## config.mk

```make
export PLATFORM = sky130hd
export DESIGN_NAME = perf_monitor_unit
export DESIGN_NICKNAME = d
export VERILOG_FILES = /design/src/rtl/perf_monitor_unit.sv
export SDC_FILE = /design/constraint.sdc
export NUM_CORES = 2
export LEC_CHECK = 0
export BUFFER_PORTS_ARGS = -buffer_cell sky130_fd_sc_hd__buf_4
export CORE_MARGIN = 10
export CORE_UTILIZATION = 50
export CTS_BUF_LIST = sky130_fd_sc_hd__clkbuf_4
export CTS_CLUSTER_SIZE = 20
export DETAILED_ROUTE_END_ITERATION = 10
export PLACE_DENSITY = 0.67
export SETUP_SLACK_MARGIN = 0.2
export SYNTH_ARGS = -nofsm -noshare
export SYNTH_HDL_FRONTEND = slang
export SYNTH_SLANG_ARGS = --single-unit
```

## constraint.sdc

```tcl
create_clock -name clk -period 8.55 [get_ports clk]
set_clock_uncertainty 0.1 [all_clocks]
set_input_delay 0.855 -clock clk [delete_from_list [all_inputs] [get_ports clk]]
set_output_delay 0.855 -clock clk [all_outputs]
set_load 0.02 [all_outputs]
```

## src/rtl/perf_monitor_unit.sv

```systemverilog
// perf_monitor_unit
// Event-counting performance monitor for a small CPU core.
//
// Ports
//   clk                    : single clock, all state updates on the rising edge
//   reset                  : asynchronous active-low reset; zeros every register and output
//   retire                 : one instruction completed this cycle
//   aluFire / aluOp        : ALU operation this cycle and its op code
//   regAccess / regIdx     : register-file access this cycle and the register index
//   clear                  : synchronous clear of all statistics (snapshot registers are kept)
//   freeze                 : while high, events are ignored (snapshots still honoured)
//   snapReq                : capture the post-event totals into the snapshot registers
//   total*                 : live saturating totals, one cycle after the events
//   snap* / snapValid      : captured totals and a one-cycle pulse when they update
//   overflow               : sticky saturation flags {reg, alu, instr}
//   mostUsedReg/OpsALU     : index with the highest histogram count (ties keep the winner)
//   currentEstimatedPower  : weighted event sum of the last completed window, capped at 255
//
// Handshakes: there is no valid/ready pair; every input is a level sampled on
// each rising edge, and snapValid is a plain one-cycle pulse with no back-pressure.
module perf_monitor_unit #(
    parameter int CNT_W     = 32,
    parameter int HIST_W    = 16,
    parameter int REG_IDX_W = 5,
    parameter int OP_W      = 4,
    parameter int PWR_WIN   = 16
) (
    input  logic                 clk,
    input  logic                 reset,
    input  logic                 retire,
    input  logic                 aluFire,
    input  logic [OP_W-1:0]      aluOp,
    input  logic                 regAccess,
    input  logic [REG_IDX_W-1:0] regIdx,
    input  logic                 clear,
    input  logic                 freeze,
    input  logic                 snapReq,
    output logic [CNT_W-1:0]     totalInstructions,
    output logic [CNT_W-1:0]     totalOpsALU,
    output logic [CNT_W-1:0]     totalRegAccesses,
    output logic [CNT_W-1:0]     snapInstructions,
    output logic [CNT_W-1:0]     snapOpsALU,
    output logic [CNT_W-1:0]     snapRegAccesses,
    output logic                 snapValid,
    output logic [2:0]           overflow,
    output logic [REG_IDX_W-1:0] mostUsedReg,
    output logic [OP_W-1:0]      mostUsedOpsALU,
    output logic [7:0]           currentEstimatedPower
);

    localparam int NREG  = 1 << REG_IDX_W;
    localparam int NOP   = 1 << OP_W;
    localparam int WIN_W = (PWR_WIN > 2) ? $clog2(PWR_WIN) : 1;
    // 14 * 64 = 896 is the largest possible window sum; 11 bits leave headroom for the add.
    localparam int ACC_W = 11;

    localparam logic [WIN_W-1:0]  WIN_LAST = WIN_W'(PWR_WIN - 1);
    localparam logic [CNT_W-1:0]  CNT_MAX  = '1;
    localparam logic [HIST_W-1:0] HIST_MAX = '1;

    logic [CNT_W-1:0]     r_tot_instr, r_tot_alu, r_tot_reg;
    logic [CNT_W-1:0]     w_nxt_instr, w_nxt_alu, w_nxt_reg;
    logic [2:0]           r_ovf, w_nxt_ovf;
    logic [CNT_W-1:0]     r_snap_instr, r_snap_alu, r_snap_reg;
    logic                 r_snap_valid;
    logic [HIST_W-1:0]    r_reg_hist [NREG];
    logic [HIST_W-1:0]    r_op_hist  [NOP];
    logic [REG_IDX_W-1:0] r_most_reg;
    logic [OP_W-1:0]      r_most_op;
    logic [WIN_W-1:0]     r_win_cnt;
    logic [ACC_W-1:0]     r_acc;
    logic [7:0]           r_power;

    logic                 w_ev_retire, w_ev_alu, w_ev_reg;
    logic [HIST_W-1:0]    w_reg_hist_inc, w_op_hist_inc;
    logic [ACC_W-1:0]     w_weight, w_acc_sum;

    // Frozen cycles see no events at all; clear is handled separately and wins.
    assign w_ev_retire = retire    & ~freeze;
    assign w_ev_alu    = aluFire   & ~freeze;
    assign w_ev_reg    = regAccess & ~freeze;

    assign w_reg_hist_inc = (r_reg_hist[regIdx] == HIST_MAX) ? HIST_MAX
                          : r_reg_hist[regIdx] + HIST_W'(1);
    assign w_op_hist_inc  = (r_op_hist[aluOp] == HIST_MAX) ? HIST_MAX
                          : r_op_hist[aluOp] + HIST_W'(1);

    assign w_weight  = freeze ? '0
                     : (ACC_W'({retire, 2'b00}) + ACC_W'({aluFire, 3'b000})
                        + ACC_W'({regAccess, 1'b0}));
    assign w_acc_sum = r_acc + w_weight;

    // Next-state totals are shared by the live registers and the snapshot
    // capture, so a snapshot reflects the events of its own cycle.
    always_comb begin
        w_nxt_instr = r_tot_instr;
        w_nxt_alu   = r_tot_alu;
        w_nxt_reg   = r_tot_reg;
        w_nxt_ovf   = r_ovf;
        if (clear) begin
            w_nxt_instr = '0;
            w_nxt_alu   = '0;
            w_nxt_reg   = '0;
            w_nxt_ovf   = '0;
        end else begin
            if (w_ev_retire) begin
                if (r_tot_instr == CNT_MAX) w_nxt_ovf[0] = 1'b1;
                else                        w_nxt_instr  = r_tot_instr + CNT_W'(1);
            end
            if (w_ev_alu) begin
                if (r_tot_alu == CNT_MAX) w_nxt_ovf[1] = 1'b1;
                else                      w_nxt_alu    = r_tot_alu + CNT_W'(1);
            end
            if (w_ev_reg) begin
                if (r_tot_reg == CNT_MAX) w_nxt_ovf[2] = 1'b1;
                else                      w_nxt_reg    = r_tot_reg + CNT_W'(1);
            end
        end
    end

    always_ff @(posedge clk or negedge reset) begin
        if (!reset) begin
            r_tot_instr  <= '0;
            r_tot_alu    <= '0;
            r_tot_reg    <= '0;
            r_ovf        <= '0;
            r_snap_instr <= '0;
            r_snap_alu   <= '0;
            r_snap_reg   <= '0;
            r_snap_valid <= 1'b0;
            r_most_reg   <= '0;
            r_most_op    <= '0;
            r_win_cnt    <= '0;
            r_acc        <= '0;
            r_power      <= '0;
            for (int i = 0; i < NREG; i++) r_reg_hist[i] <= '0;
            for (int i = 0; i < NOP; i++)  r_op_hist[i]  <= '0;
        end else begin
            r_tot_instr  <= w_nxt_instr;
            r_tot_alu    <= w_nxt_alu;
            r_tot_reg    <= w_nxt_reg;
            r_ovf        <= w_nxt_ovf;
            r_snap_valid <= snapReq;
            if (snapReq) begin
                r_snap_instr <= w_nxt_instr;
                r_snap_alu   <= w_nxt_alu;
                r_snap_reg   <= w_nxt_reg;
            end

            if (clear) begin
                r_most_reg <= '0;
                r_most_op  <= '0;
                r_win_cnt  <= '0;
                r_acc      <= '0;
                r_power    <= '0;
                for (int i = 0; i < NREG; i++) r_reg_hist[i] <= '0;
                for (int i = 0; i < NOP; i++)  r_op_hist[i]  <= '0;
            end else begin
                if (w_ev_reg) begin
                    r_reg_hist[regIdx] <= w_reg_hist_inc;
                    // Strictly greater: a tie leaves the current winner in place.
                    if (w_reg_hist_inc > r_reg_hist[r_most_reg]) r_most_reg <= regIdx;
                end
                if (w_ev_alu) begin
                    r_op_hist[aluOp] <= w_op_hist_inc;
                    if (w_op_hist_inc > r_op_hist[r_most_op]) r_most_op <= aluOp;
                end

                // Window counter free-runs even while frozen.
                if (r_win_cnt == WIN_LAST) begin
                    r_win_cnt <= '0;
                    r_acc     <= '0;
                    r_power   <= (w_acc_sum > ACC_W'(255)) ? 8'hFF : w_acc_sum[7:0];
                end else begin
                    r_win_cnt <= r_win_cnt + WIN_W'(1);
                    r_acc     <= w_acc_sum;
                end
            end
        end
    end

    assign totalInstructions     = r_tot_instr;
    assign totalOpsALU           = r_tot_alu;
    assign totalRegAccesses      = r_tot_reg;
    assign snapInstructions      = r_snap_instr;
    assign snapOpsALU            = r_snap_alu;
    assign snapRegAccesses       = r_snap_reg;
    assign snapValid             = r_snap_valid;
    assign overflow              = r_ovf;
    assign mostUsedReg           = r_most_reg;
    assign mostUsedOpsALU        = r_most_op;
    assign currentEstimatedPower = r_power;

endmodule

```

* Word-level counts from Yosys, hierarchy flattened
Index checks and enable logic that the tools add are counted.
Operators by class: add/subtract/negate cells 9, multipliers 0, divide/modulo/power cells 0, order comparisons 9, equal/unequal tests 6, shifts and indexed selects 0, multiplexer cells 54, bitwise logic cells 8, reduce and logical (&&, ||, !) cells 16
Operator list (count):
- 2-to-1 mux 512 bit | 2
- bitwise mux 512 bit | 1
- 2-to-1 mux 256 bit | 2
- 2-to-1 mux 32 bit | 9
- bitwise mux 256 bit | 1
- 2-to-1 mux 16 bit | 12
- binary-select mux 16 bit (select 5 bit) | 2
- binary-select mux 16 bit (select 4 bit) | 2
- adder 32 x 1 -> 32 bit, second input constant | 3
- equality test 32 bit, second input constant | 3
- demux 16 bit (select 5 bit) | 1
- demux 16 bit (select 4 bit) | 1
- adder 16 x 1 -> 16 bit, second input constant | 2
- equality test 16 bit, second input constant | 2
- > comparator 16 bit | 2
- 2-to-1 mux 8 bit | 3
- 2-to-1 mux 11 bit | 2
- 2-to-1 mux 4 bit | 5
- nonzero test 2 bit | 9
- 2-to-1 mux 5 bit | 3
- >= comparator 6 bit, second input constant | 2
- NOT 5 -> 6 bit | 2
- adder 11 x 6 -> 11 bit | 1
- > comparator 11 x 8 -> 1 bit, second input constant | 1
- 15 further kinds | 29
Word-level totals: register bits 996, bits in latches 0, bits in writable memories 0, bits in read-only memories 0, input bits 17, output and inout bits 213, logic and storage cells 165, memories kept 0

* Longest topological paths before layout
depth after elaboration 10, gate-level depth with buffers 27, mapped depth without buffers 20

* Least setup slack after synthesis
No wires, ideal clock.
kind in2reg, from input port regIdx[0], to register r_most_reg[0], in the netlist mostUsedReg[0], library setup time 0.132 ns, data arrival time 5.158 ns, required time 8.318 ns, path slack 3.160 ns, stages 26, path buffers 9, cell sequence clkbuf_1 -> buf_4 -> buf_4 -> buf_2 -> buf_2 -> mux2i_1 -> o22ai_1 -> nor4_1 -> nand2_1 -> ha_1 -> nand4_1 -> or4_1 -> buf_2 -> nand2b_1 -> buf_4 -> buf_6 -> ha_1 -> nor2b_1 -> o21a_1 -> o21a_1 -> o21ai_0 -> a211o_1 -> a311o_1 -> clkbuf_1 -> mux2i_1 -> nor2_1
On the way: cells in the longest elaborated chain, start to end 9, elaborated cells on any way between the ends 13, those cells by class 1 x add/sub; 1 x order compare; 1 x eq/ne; 7 x mux; 1 x bitwise; 2 x reduce/logical
Ends and longest elaborated chain:
- start: declaration | RTL line 34 | input logic [REG_IDX_W-1:0] regIdx,
- NOT 5 -> 6 bit (implied by the code) | RTL line 83, 84
- binary-select mux 16 bit (select 5 bit) | RTL line 83, 84
- 2-to-1 mux 16 bit (implied by the code) (2 in series) | RTL line 83, 84
- adder 16 x 1 -> 16 bit or equality test 16 bit (tied branches) | RTL line 84, 83
- 2-to-1 mux 16 bit | RTL line 83 | assign w_reg_hist_inc = (r_reg_hist[regIdx] == HIST_MAX) ? HIST_MAX
- > comparator 16 bit | RTL line 162 | if (w_reg_hist_inc > r_reg_hist[r_most_reg]) r_most_reg <= regIdx;
- nonzero test 2 bit (no line)
- AND reduction 2 bit (no line)
- end signal: assignment | RTL line 162
- end: declaration | RTL line 68 | logic [REG_IDX_W-1:0] r_most_reg;
Parallel ways exist; a longest one is shown, timed or not. The select of a mux whose other input is x is not followed. A chain may end at the register's enable or synchronous reset.

* Final worst setup path
from input port regIdx[2], to register r_most_reg[1], in the netlist mostUsedReg[1]
On the way: cells in the longest elaborated chain, start to end 9, elaborated cells on any way between the ends 10, those cells by class 1 x add/sub; 1 x order compare; 1 x eq/ne; 4 x mux; 1 x bitwise; 2 x reduce/logical
Ends and longest elaborated chain (RTL line):
- NOT 5 -> 6 bit (implied by the code) * | 83, 84
- binary-select mux 16 bit (select 5 bit) * | 83, 84
- 2-to-1 mux 16 bit (implied by the code) * (2 in series) | 83, 84
- adder 16 x 1 -> 16 bit or equality test 16 bit (tied branches) | 84, 83
- 2-to-1 mux 16 bit * | 83
- > comparator 16 bit * | 162
- nonzero test 2 bit (no line) *
- AND reduction 2 bit (no line) *
Mark *: on every way between the ends. The rest lies on a longest branch, timed or not. The select of a mux whose other input is x is not followed.

==> impl_results.md <==
- Final setup vio count: 0
- Sequential share of the synthesized area: between 40 and 50%
- Share of power burned in registers: between 40 and 50%
- Worst-path clk slew: ~70 ps
- DIE AREA: ~0.12 mm²
- Ranking of synthesized cells by area: dfrtp_1 (48%), mux4_2 (13%), a22o_1 (5.8%), mux2i_1 (5.6%), nand2_1 (3.7%)
- Root Buffer Master: clkbuf_4
- Aggregate global routing overflow: 0
- Hold Crit Class: in2reg
- Max Cap Violations: 0
- Internal power: around 7.2 mW
- # H-tree levels: 5
- Commonest non-fill, non-tap cell in the layout: dfrtp_1
- Fin crit share: 77.5%
- CP delay by family, top: simple AND/OR/NAND/NOR gates
- Comb pwr share: 6.2%
- CP max-delay cell: nand4b_1
- Port Buffer Count: ~230
- Share of cells above drive strength 1: 23.6%
- IO Pins: between 200 and 250
- Reg area: 0.0249 mm²
- Hold Buf Count CTS: 8
- Post-route minimum period: about 6600 ps
- Remaining DRCs: 0
- Largest stage delay, worst path: around 1200 ps
- Setup bufs post-CTS: 0
- Cell Rows: ~120
- Vias per std cell: approximately 6.7
- Tightest Pin Transition: between 1000 and 1500 ps
- Sw Share: about a quarter
- RSZ-0062 raised after global routing: false
- Via count of the first global-routing pass: about 42000
- Slew HR: 3.97%
- Kind of critical path: in2reg
- CTS Buf Count: just under 300
- Crit-path max FO: 33
- Synthesized cell area: a little over 0.05 mm²
- Maximum vdd drop: around 0.11 mV
- Max Buffers Root-to-Sink: 4
- Post-DP HPWL: 121 mm
- Status: complete, no violations
- CTS tree: built
- Largest net degree at the start of global routing: around 190
- Fmax: between 0.15 and 0.2 GHz
- PD cells: 168 mW/mm²
- Post-CTS sizing: 0
- Clk network pwr share: around 45%
- Global placement routability congestion: between 0.9 and 1
- Synthesized area per cell: 11.4 µm²
- WL per Instance: approximately 29 µm
- Crit end category: register
- Starting DRC count in detailed routing: 5108
- Total power: about 10 mW
- Final hold vios: 0
- CP arrival: ~7600 ps
- Type of origin of the critical path: input pin
- Max-slew violation count: 0
- Die Span X: 341 µm
- Most frequent cells in the layout: dfrtp_1 (989), nand2_1 (512), clkbuf_4 (406), buf_4 (355), a22o_1 (342)
- Die H: between 300 and 400 µm
- Clk sinks: 995
- Synth warn: 0
- Initial antenna violation count: 3
- # nets final: 4867
- Yosys top cell by area: dfrtp_1
- CP cell instances: dlygate4sd3_1 > buf_4 > nand4b_1 > o22ai_1 > nor4_1 > nand2_1 > ha_1 > nand3_1 > or3_1 > a21oi_4 > inv_1 > ha_1 > a21o_1 > a21o_1 > a21oi_1 > nor2b_1 > o21ai_0 > a311o_1 > mux2i_1 > nor2_1
- Syn_nets: roughly 4600
- Total GRT Usage: between 30 and 40%
- Routed Antenna Nets: 0
- Vias: 42300
- Synth Register Bits: between 900 and 1000
- Worst Path Buf+Inv: 3
- Post-synth top area share: between 40% and 50%
- Post-synth EDFFs: 0
- DR pass1 iterations: 6
- Psw: between 2 and 3 mW
- Cell count after synthesis: about 4500
- Post-synthesis async set-or-reset flop share: 100%
- Fillers: 8712
- Fin Setup TNS: 0 ps
- Area grow syn2layout: 12.3%
- Ys flop type: dfrtp_1
- Post-synthesis cell type count: 67
- Drt total wl: about 190 mm
- WP data required: around 9500 ps
- Core area: 0.102 mm²
- First-pass GRT wire length: around 280 mm
- Starting Density: about half
- Worst-Skew Late Latency: roughly 1200 ps
- Pleak: roughly 26 nW
- Area of the multi-input gates: approximately 0.024 mm²
-- kinds of logic after synthesis --
| logic type | Yosys count | share of synthesized area, % |
|---|---|---|
| compound gates | 1134 | 14.9 |
| xor+xnor | 114 | 1.94 |
| fa+ha+maj | 42 | 1.03 |
| buf+inv | 522 | 4.52 |
| flops | 995 | 48.3 |
| mux | 610 | 19.3 |
| simple gates | 1114 | 9.99 |
-- power by group through the flow --
| stage | sequential (mW) | clock, mW | combinational, mW |
|---|---|---|---|
| finish | 4.75 | 4.37 | 0.606 |
| global route | 4.75 | 4.71 | 0.634 |
| CTS | 4.75 | 4.44 | 0.598 |
| detailed placement | 4.84 | 0 | 0.594 |
| global placement | 4.84 | 0 | 0.591 |
| floorplan | 4.82 | 0 | 0.321 |
-- sequential cells by signal, summed over array words and instances, names as in the netlist, 5 cells and up --
signal	count
snapOpsALU	32
r_reg_hist	512
mostUsedReg	5
currentEstimatedPower	8
snapRegAccesses	32
r_op_hist	256
totalInstructions	32
totalOpsALU	32
r_acc	10
snapInstructions	32
totalRegAccesses	32
-- final cells by class --
type | count | area share, %
Sequential cell | 995 | 43.1
Multi-Input combinational cell | 3014 | 42.1
Clock buffer | 406 | 5.27
Timing Repair Buffer | 376 | 5.16
Tap cell | 1368 | 2.96
Inverter | 132 | 0.856
Clock inverter | 56 | 0.612
Antenna cell | 9 | 0.0389
-- synthesized netlist by cell type (11+ instances only) --
master	number
a21o_1	11
a21oi_1	69
a22o_1	342
a22oi_1	52
a32o_1	12
and2_1	19
and3_1	25
and4_1	17
buf_1	38
buf_2	55
buf_4	30
buf_6	25
clkbuf_1	242
dfrtp_1	995
ha_1	41
inv_1	132
mux2_2	16
mux2i_1	287
mux4_2	307
nand2_1	512
nand2b_1	22
nand3_1	117
nand4_1	34
nor2_1	208
nor2b_1	20
nor3_1	26
nor4_1	35
o21ai_0	272
o21ai_1	105
o21ai_2	22
o22ai_1	213
or3_1	38
xnor2_1	47
xor2_1	67
-- per-stage QoR --
| stage | hold WS [ps] | instances | cell area (µm²) | utilization [%] | worst slack [ps] |
|---|---|---|---|---|---|
| floorplan | 333 | 4531 | 51500 | - | 3160 |
| detailed placement | 353 | 5877 | 54400 | 53.3 | 1670 |
| global route | 99.3 | 6356 | 57900 | 56.7 | 1850 |
| global placement | 349 | 5877 | 54400 | 53.3 | 1700 |
| CTS | 55.8 | 6347 | 57800 | 56.7 | 2320 |
| finish | 143 | 6356 | 57900 | 56.7 | 1920 |
-- metal layers --
layer  vias to the layer above  share of wire (%)  GRT usage, %
li1                      17500                  -             -
met1                     21300                 37          38.8
met2                      2747                 45          46.9
met3                       716                 10          8.71
met4                         2                7.7          22.1
met5                         -             0.0070             0
-- worst min-delay path: cells and delay by family --
family | cells | cell delay (ps)
buffers and inverters | 1 | 110
AOI/OAI and AO/OA | 1 | 130
and+or+nand+nor | 3 | 330
-- path summary, 6_finish.rpt --
check / start / cells past startpoint / slack [ps] / to
worst max-delay path: regIdx[2] / 20 / 1920 / mostUsedReg[1]$_DFFE_PN0P_
worst min-delay path: retire / 5 / 140 / overflow[0]$_DFFE_PN0P_
worst max register to register: r_reg_hist[429]$_DFFE_PN0P_ / 18 / 2720 / mostUsedReg[1]$_DFFE_PN0P_
worst min register to register: r_win_cnt[0]$_DFF_PN0_ / 1 / 360 / r_win_cnt[0]$_DFF_PN0_
max in group asynchronous: reset / 4 / 6000 / totalRegAccesses[13]$_DFF_PN0_
min in group asynchronous: reset / 2 / 200 / r_reg_hist[422]$_DFFE_PN0P_
(Power assumes the default switching activity.)
